**src/rtl/glay_kernel_setup_engine.sv**
```systemverilog
// glay_kernel_setup_engine
// Turns one descriptor (base address, line count) into a stream of per-line
// fetch requests through a small request FIFO, then counts completion
// responses until the job is done.
// Optional feature: define GLAY_SETUP_TIMEOUT_EN to enable a response
// watchdog in REQ_WAIT that forces completion with setup_error set.
module glay_kernel_setup_engine #(
    parameter int ADDR_W         = 64,
    parameter int CNT_W          = 32,
    parameter int NUM_CHANNELS   = 4,
    parameter int LINE_BYTES     = 64,
    parameter int FIFO_DEPTH     = 32,
    parameter int TIMEOUT_CYCLES = 1024,
    localparam int CHAN_W        = (NUM_CHANNELS > 1) ? $clog2(NUM_CHANNELS) : 1
) (
    input  logic              ap_clk,
    input  logic              areset,
    // descriptor
    input  logic              desc_valid,
    output logic              desc_ready,
    input  logic [ADDR_W-1:0] desc_base_addr,
    input  logic [CNT_W-1:0]  desc_num_lines,
    // request stream
    output logic              req_valid,
    input  logic              req_ready,
    output logic [ADDR_W-1:0] req_addr,
    output logic [CHAN_W-1:0] req_chan,
    output logic [CNT_W-1:0]  req_id,
    // responses and status
    input  logic              resp_valid,
    output logic              setup_busy,
    output logic              setup_done,
    output logic              setup_error,
    output logic              fifo_setup_signal,
    output logic [CNT_W-1:0]  issued_count,
    output logic [CNT_W-1:0]  resp_count
);

    localparam int PTR_W = $clog2(FIFO_DEPTH);

    // Elaboration-time guard on configurations the datapath cannot support.
    if (NUM_CHANNELS < 1 || FIFO_DEPTH < 4 || (FIFO_DEPTH & (FIFO_DEPTH - 1)) != 0 ||
        LINE_BYTES < 1 || (LINE_BYTES & (LINE_BYTES - 1)) != 0 || TIMEOUT_CYCLES < 1)
    begin : g_bad_cfg
        $error("glay_kernel_setup_engine: unsupported parameter set");
    end

    localparam logic [2:0] S_RESET     = 3'd0;
    localparam logic [2:0] S_IDLE      = 3'd1;
    localparam logic [2:0] S_REQ_START = 3'd2;
    localparam logic [2:0] S_REQ_BUSY  = 3'd3;
    localparam logic [2:0] S_REQ_WAIT  = 3'd4;
    localparam logic [2:0] S_REQ_DONE  = 3'd5;

    typedef struct packed {
        logic [ADDR_W-1:0] addr;
        logic [CHAN_W-1:0] chan;
        logic [CNT_W-1:0]  id;
    } req_t;

    logic [2:0]        state;
    logic [2:0]        state_nxt;
    logic [1:0]        rst_cnt;

    // job context
    logic [CNT_W-1:0]  job_lines;
    logic [ADDR_W-1:0] gen_addr;
    logic [CHAN_W-1:0] gen_chan;
    logic              resp_ignore;

    // request FIFO
    req_t              fifo_mem [FIFO_DEPTH];
    logic [PTR_W-1:0]  wr_ptr;
    logic [PTR_W-1:0]  rd_ptr;
    logic [PTR_W:0]    fifo_cnt;
    req_t              fifo_head;

    logic              accept;
    logic              fifo_full;
    logic              fifo_wr;
    logic              fifo_rd;
    logic              last_wr;
    logic              resp_hit;
    logic              resp_err;
    logic              wd_expire;

    assign accept     = desc_valid && desc_ready;
    assign fifo_full  = (fifo_cnt == (PTR_W+1)'(FIFO_DEPTH));
    assign fifo_wr    = (state == S_REQ_BUSY) && !fifo_full;
    assign fifo_rd    = req_valid && req_ready;
    assign last_wr    = fifo_wr && (issued_count == job_lines - CNT_W'(1));

    // Responses only count while the job can still expect them; surplus ones
    // (or any in IDLE) flag an error unless they are stragglers from a job
    // that a reset aborted.
    assign resp_hit   = resp_valid && ((state == S_REQ_BUSY) || (state == S_REQ_WAIT)) &&
                        (resp_count != job_lines);
    assign resp_err   = resp_valid && !resp_ignore &&
                        ((state == S_IDLE) || (resp_count == job_lines));

`ifdef GLAY_SETUP_TIMEOUT_EN
    localparam int WD_W = $clog2(TIMEOUT_CYCLES) + 1;
    logic [WD_W-1:0] wd_cnt;

    // Count consecutive response-free cycles spent in REQ_WAIT.
    always_ff @(posedge ap_clk) begin
        if (areset || state != S_REQ_WAIT || resp_valid)
            wd_cnt <= '0;
        else
            wd_cnt <= wd_cnt + WD_W'(1);
    end

    assign wd_expire = (state == S_REQ_WAIT) && !resp_valid &&
                       (wd_cnt == WD_W'(TIMEOUT_CYCLES - 1));
`else
    assign wd_expire = 1'b0;
`endif

    // Next-state decode for the job sequencer.
    always_comb begin
        state_nxt = state;
        case (state)
            S_RESET:     if (rst_cnt == 2'd3) state_nxt = S_IDLE;
            S_IDLE:      if (accept) state_nxt = S_REQ_START;
            S_REQ_START: state_nxt = (job_lines == '0) ? S_REQ_DONE : S_REQ_BUSY;
            S_REQ_BUSY:  if (last_wr) state_nxt = S_REQ_WAIT;
            S_REQ_WAIT:  if (resp_count == job_lines || wd_expire) state_nxt = S_REQ_DONE;
            S_REQ_DONE:  state_nxt = S_IDLE;
            default:     state_nxt = S_RESET;
        endcase
    end

    // State register; RESET holds for four cycles after reset release.
    always_ff @(posedge ap_clk) begin
        if (areset) begin
            state   <= S_RESET;
            rst_cnt <= '0;
        end else begin
            state   <= state_nxt;
            rst_cnt <= (state == S_RESET) ? rst_cnt + 2'd1 : 2'd0;
        end
    end

    // Job context: latched on acceptance, advanced per written line/response.
    always_ff @(posedge ap_clk) begin
        if (areset) begin
            job_lines    <= '0;
            gen_addr     <= '0;
            gen_chan     <= '0;
            issued_count <= '0;
            resp_count   <= '0;
        end else if (accept) begin
            job_lines    <= desc_num_lines;
            gen_addr     <= desc_base_addr;
            gen_chan     <= '0;
            issued_count <= '0;
            resp_count   <= '0;
        end else begin
            if (fifo_wr) begin
                gen_addr     <= gen_addr + ADDR_W'(LINE_BYTES);
                gen_chan     <= (gen_chan == CHAN_W'(NUM_CHANNELS - 1)) ? '0 : gen_chan + CHAN_W'(1);
                issued_count <= issued_count + CNT_W'(1);
            end
            if (resp_hit)
                resp_count <= resp_count + CNT_W'(1);
        end
    end

    // Sticky error plus the "ignore stragglers after reset" flag.
    always_ff @(posedge ap_clk) begin
        if (areset) begin
            setup_error <= 1'b0;
            resp_ignore <= 1'b1;
        end else if (accept) begin
            setup_error <= 1'b0;
            resp_ignore <= 1'b0;
        end else if (resp_err || wd_expire) begin
            setup_error <= 1'b1;
        end
    end

    // FIFO storage; contents need no reset since occupancy gates reads.
    always_ff @(posedge ap_clk) begin
        if (fifo_wr)
            fifo_mem[wr_ptr] <= '{addr: gen_addr, chan: gen_chan, id: issued_count};
    end

    // FIFO pointers and occupancy; reset flushes any queued requests.
    always_ff @(posedge ap_clk) begin
        if (areset) begin
            wr_ptr   <= '0;
            rd_ptr   <= '0;
            fifo_cnt <= '0;
        end else begin
            if (fifo_wr) wr_ptr <= wr_ptr + PTR_W'(1);
            if (fifo_rd) rd_ptr <= rd_ptr + PTR_W'(1);
            case ({fifo_wr, fifo_rd})
                2'b10:   fifo_cnt <= fifo_cnt + (PTR_W+1)'(1);
                2'b01:   fifo_cnt <= fifo_cnt - (PTR_W+1)'(1);
                default: fifo_cnt <= fifo_cnt;
            endcase
        end
    end

    assign fifo_head = fifo_mem[rd_ptr];

    assign req_valid         = (fifo_cnt != '0);
    assign req_addr          = fifo_head.addr;
    assign req_chan          = fifo_head.chan;
    assign req_id            = fifo_head.id;

    assign desc_ready        = (state == S_IDLE);
    assign setup_busy        = (state == S_REQ_START) || (state == S_REQ_BUSY) ||
                               (state == S_REQ_WAIT)  || (state == S_REQ_DONE);
    assign setup_done        = (state == S_REQ_DONE);
    assign fifo_setup_signal = (state == S_RESET);

endmodule

```
**config.mk**
```make
export PLATFORM = sky130hd
export DESIGN_NAME = glay_kernel_setup_engine
export DESIGN_NICKNAME = d
export VERILOG_FILES = /design/src/rtl/glay_kernel_setup_engine.sv
export SDC_FILE = /design/constraint.sdc
export NUM_CORES = 2
export LEC_CHECK = 0
export ABC_AREA = 1
export CAP_MARGIN = 0
export CORE_MARGIN = 2
export CORE_UTILIZATION = 41
export DETAILED_ROUTE_END_ITERATION = 8
export GPL_ROUTABILITY_DRIVEN = 0
export PLACE_DENSITY = 0.62
export SKIP_LAST_GASP = 1
export SYNTH_ARGS = -nofsm -noshare
export SYNTH_HDL_FRONTEND = slang
export SYNTH_SLANG_ARGS = --single-unit
```
**constraint.sdc**
```tcl
create_clock -name ap_clk -period 10.3 [get_ports ap_clk]
set_input_delay 2.06 -clock ap_clk [delete_from_list [all_inputs] [get_ports ap_clk]]
set_output_delay 2.06 -clock ap_clk [all_outputs]
set_load 0.02 [all_outputs]
```
==> Word-level counts from Yosys, hierarchy flattened <==
Memory sizes are Yosys's and may differ from the RTL's. A register that Yosys moved wholly into a read port is not among the register bits.
Cells that the tools add are included.
Widths: inputs -> output; s select.
{ "classes": {"n_addsub": 10, "multipliers": 0, "div": 0, "n_lt_le_gt_ge": 0, "eq_ne": 17, "shifts": 0, "n_mux": 14, "bitwise": 1, "reduce_logical": 23} }
{ "op_table": {"columns": ["cell", "n"], "rows": [
  ["$mux 64", 2],
  ["$add 32x1->32 const B", 2],
  ["$add 64x7->64 const B", 1],
  ["$eq 32x32->1", 2],
  ["$logic_not 32->1", 1],
  ["$ne 32x32->1", 1],
  ["$sub 32x1->32 const B", 1],
  ["$pmux 3 s6", 1],
  ["$mux 3", 5],
  ["$pmux 6 s2", 1],
  ["$add 5x1->5 const B", 2],
  ["$mux 5", 2],
  ["$logic_and 1x1->1", 8],
  ["$add 6x1->6 const B", 1],
  ["$eq 2x2->1 const B", 3],
  ["$eq 3x2->1 const B", 2],
  ["$eq 3x3->1 const B", 2],
  ["$eq 6x6->1 const B", 1],
  ["$ne 2x1->1 const B", 3],
  ["$reduce_bool 6->1", 1],
  ["$sub 6x1->6 const B", 1],
  ["$logic_or 1x1->1", 5],
  ["$add 2x1->2 const B", 2],
  ["$reduce_and 4->1", 1],
  ["other kinds (10)", 14]
]} }
{ "totals": {"register_bits": 185, "latch_bits": 0, "ramBits": 3136, "rom_bits": 0, "in_bits": 101, "out_inout_bits": 168, "mem_count": 1} }
{ "mem_list": {"columns": ["memory", "depth", "word_bits", "read_ports", "rd_clocked_by_memory_dff", "wr", "line", "rtl"], "rows": [
  ["fifo_mem", 32, 98, 1, 1, 1, "72", "req_t fifo_mem [FIFO_DEPTH];"]
]} }

==> Logic depth before layout (Yosys ltp) <==
{ "depth": {"word_depth": 6, "depth_mapped": 19, "mapped_depth_nobuf": 19} }

==> Worst setup path after synthesis <==
No wires, ideal clock.
{ "synth_timing": {"path_type": "flip-flop to flip-flop", "startpoint": "register state[0]", "endpoint": "memory fifo_mem[7][0] (netlist name) (enable)", "setup_time_ps": 675, "t_arrival_ps": 7827, "t_required_ps": 9625, "slack_ps": 1798, "stages_incl_launch_ff": 8, "path_buffers": 1, "synth_period_minus_slack_ps": 8502, "path_cell_list": "dfxtp_1 -> inv_2 -> nor2_4 -> nand2_4 -> nor2_8 -> clkinv_1 -> clkbuf_1 -> nor3_1"} }
{ "synth_between": {"elab_chain_len": 4} }
{ "synth_lines": {"columns": ["item", "line", "rtl"], "rows": [
  ["start: declaration", "61", "logic [2:0] state;"],
  ["start signal: assignment", "139", "state <= state_nxt;"],
  ["$eq 3x2->1", "89", "assign fifo_wr = (state == S_REQ_BUSY) && !fifo_full;"],
  ["$logic_and 1x1->1", "89", null],
  ["$mux 1", "184", "if (fifo_wr)"],
  ["$mux 1 (not written as such)", "185", "fifo_mem[wr_ptr] <= '{addr: gen_addr, chan: gen_chan, id: issued_count};"],
  ["end: declaration", "72", null]
]} }
Every way passes these cells.

==> results.ini <==
[pwr]
p_leak_uw = 0.04817
p_per_area_nw_per_um2 = 239.1
ir_worst_vdd_uv = 248.8

[synthesis]
ys_seq_area_share_pct = 73.18
synth_largest_area_cell = edfxtp_1
syn_area_um2 = 133900
synth_seq_cells = 3326
ys.flop_type = edfxtp_1
avgSynthCellArea_um2 = 12.22
synth-warning-count = 0
postSynthNetCount = 11073
synth_area_leaders = edfxtp_1, o21ai_0, nor2_1
yosys-top-cells-count = edfxtp_1, nor2_1, o21ai_0
synth_edf_count = 3136
synth_most_common_cell = edfxtp_1
syn_inst = 10955
synth_top_area_share_pct = 70.34
synthDistinctLibCells = 62
async_reset_ff_share_pct = 0

[clock_tree]
cts_setup_buffers = 0
path_clk_slew_ps = 60
cts-resized-gates = 0
tritoncts = done
htreeDepth = 5
clockBufferDepth = 4
insertion_delay_ps = 900
cts_buffers = 332
hold_buffers = 0
clock-sinks = 3326
cts_root_buf = clkbuf_16

[global_route]
grt_use_total_pct = 24.84
grt_antenna_before_repair = 12
grt_start_max_net_pins = 262
grt.overflow.total = 0
grt_pass1_vias = 89383
grt_pass1_wl_um = 609800

[detailed_routing]
ant_nets = 0
drc_errors = 0
via_per_inst = 5.991
first_iter_violations = 13024
drt_pass1_iterations = 6
num_vias = 93731
avgRoutedWirePerCell_um = 27.14
wl_um = 424500

[sta]
worst_slew_pin_slew_ps = 1412
period_needed_ps = 7719
tns_ps = 0
fmax_mhz = 129.5
setup_viol = 0
rsz0062_at_grt = no
relSlewSlack_pct = 5.857
maxSlewViolCount = 0
skew_ps = 70.68
period_share_pct = 74.94
hold_viol_final = 0

[setup_path]
end_kind = primary output
worstPathCellList = buf_4, buf_4, buf_4, o21ai_0, o22ai_1, nor2_1, o22ai_1, nand2_1, nand2_1, clkdlybuf4s50_1
crit_top_cell = buf_4
path_buf_inv = 4
cp-start-kind = register
criticalPathCategory = register to primary output
required_ps = 8240
crit_arrival_ps = 5660
timing.critical_path.slowest_cell_delay_ps = 910
slowest_stage = buf_4
path_max_fanout = 87
path_delay_family = buffers and inverters

[placement]
dp.cells = 15049
port_buffers = 268
hpwl_um = 216000

[die]
die_x_um = 575.4
die_h_um = 575.4
die_area_um2 = 331100
num_io_pins = 269
coreArea_um2 = 324500
rows = 209
initial_core_util_pct = 41.25

[finish]
drive_above_1_share_pct = 7.319
stdcell_count = 15644
layout.nets = 11176
area_growth_pct = 13.61

[status]
status = finished, final reports clean

[worst_hold_path]
hold_path.class = register to register

[run]
max_cap_violations = 0

==> routing by layer <==
layer	vias up	wire (um)	track usage [%]
li1	40502	-	-
met1	46953	168900	34.44
met2	5402	195300	39.61
met3	858	44330	4.115
met4	16	15870	8.748
met5	-	103	0
==> layout by cell type (no fill, tap or decap), types with 13 or more instances in the layout <==
| cell type | synthesis | final |
|---|---|---|
| o21ai_1 | 93 | 93 |
| bufinv_16 | 0 | 37 |
| clkbuf_1 | 543 | 70 |
| inv_1 | 227 | 224 |
| nor2_4 | 11 | 41 |
| o31ai_1 | 34 | 34 |
| clkdlybuf4s50_1 | 0 | 267 |
| buf_12 | 0 | 25 |
| o221ai_1 | 60 | 60 |
| a21oi_1 | 224 | 224 |
| edfxtp_1 | 3136 | 3136 |
| nor2_1 | 2145 | 2116 |
| nor4_1 | 21 | 21 |
| inv_6 | 0 | 14 |
| o32ai_1 | 15 | 15 |
| buf_4 | 3 | 211 |
| nor2_2 | 14 | 13 |
| o21ai_0 | 1872 | 1872 |
| clkinv_2 | 0 | 51 |
| ha_1 | 16 | 16 |
| nor3_1 | 69 | 66 |
| nand2_1 | 840 | 839 |
| xor2_1 | 53 | 53 |
| o22ai_1 | 834 | 834 |
| nand3_1 | 121 | 121 |
| dfxtp_2 | 0 | 18 |
| dfxtp_1 | 190 | 167 |
| nand4_1 | 65 | 65 |
| o211ai_1 | 33 | 33 |
| clkbuf_16 | 0 | 340 |
| clkinv_1 | 3 | 57 |
| a31oi_1 | 21 | 21 |
| or2_2 | 13 | 13 |
| xnor2_1 | 25 | 25 |
==> stage by stage <==
step,setup WS (ps),util (%),instance area [um2],hold WS [ps],total power [uW]
floorplan,1798,-,133900,398.0,21360
global placement,3542,43.58,141400,407.1,24250
detailed placement,3460,43.58,141400,419.7,24430
CTS,2536,46.86,152100,428.3,36350
global route,2305,46.86,152100,448.0,37820
finish,2581,46.87,152100,432.8,36360
==> kinds of logic (layout without fill, tap and decap cells) <==
group	after synthesis	count (layout)	share of synthesized area, %
other cells	0	6	0
xor+xnor	78	78	0.5103
simple gates	3344	3344	10.01
buf+inv	971	1329	2.873
compound gates	3219	3219	13.26
fa+ha+maj	17	17	0.1645
flops	3326	3326	73.18
==> flip-flops by register name (all words and copies together) (netlist names), 3 cells and up, named ones only <==
name	count
resp_count	32
state	3
job_lines	32
issued_count	32
rd_ptr	5
fifo_mem	3136
fifo_cnt	6
wr_ptr	5
gen_addr	64
==> layout make-up <==
type	instances	area [um2]
Fill cell	28218	172400
Sequential cell	3326	98020
Multi-Input combinational cell	6658	32300
Clock buffer	411	8785
Tap cell	4325	5411
Timing Repair Buffer	504	4762
Clock inverter	178	1886
Inverter	236	920.9
Antenna cell	6	15.01
==> path summary, 6_finish.rpt <==
kind | from | endpoint | slack (ps) | cells after the start
worst min-delay path | rst_cnt[0] | rst_cnt[0] | 430 | 1
worst min register to register | rst_cnt[0] | rst_cnt[0] | 430 | 1
worst max-delay path | register | req_id[27] | 2580 | 10
worst max register to register | state[0] | fifo_mem[30][26] | 5960 | 7
==> report_power, final <==
group	internal (uW)	total, uW	switching, uW
Clock	6990	12100	5090
Sequential	15000	15200	231
Combinational	2740	9090	6360
Total	24700	36400	11700
No activity file was read; power rests on OpenSTA's default activity.
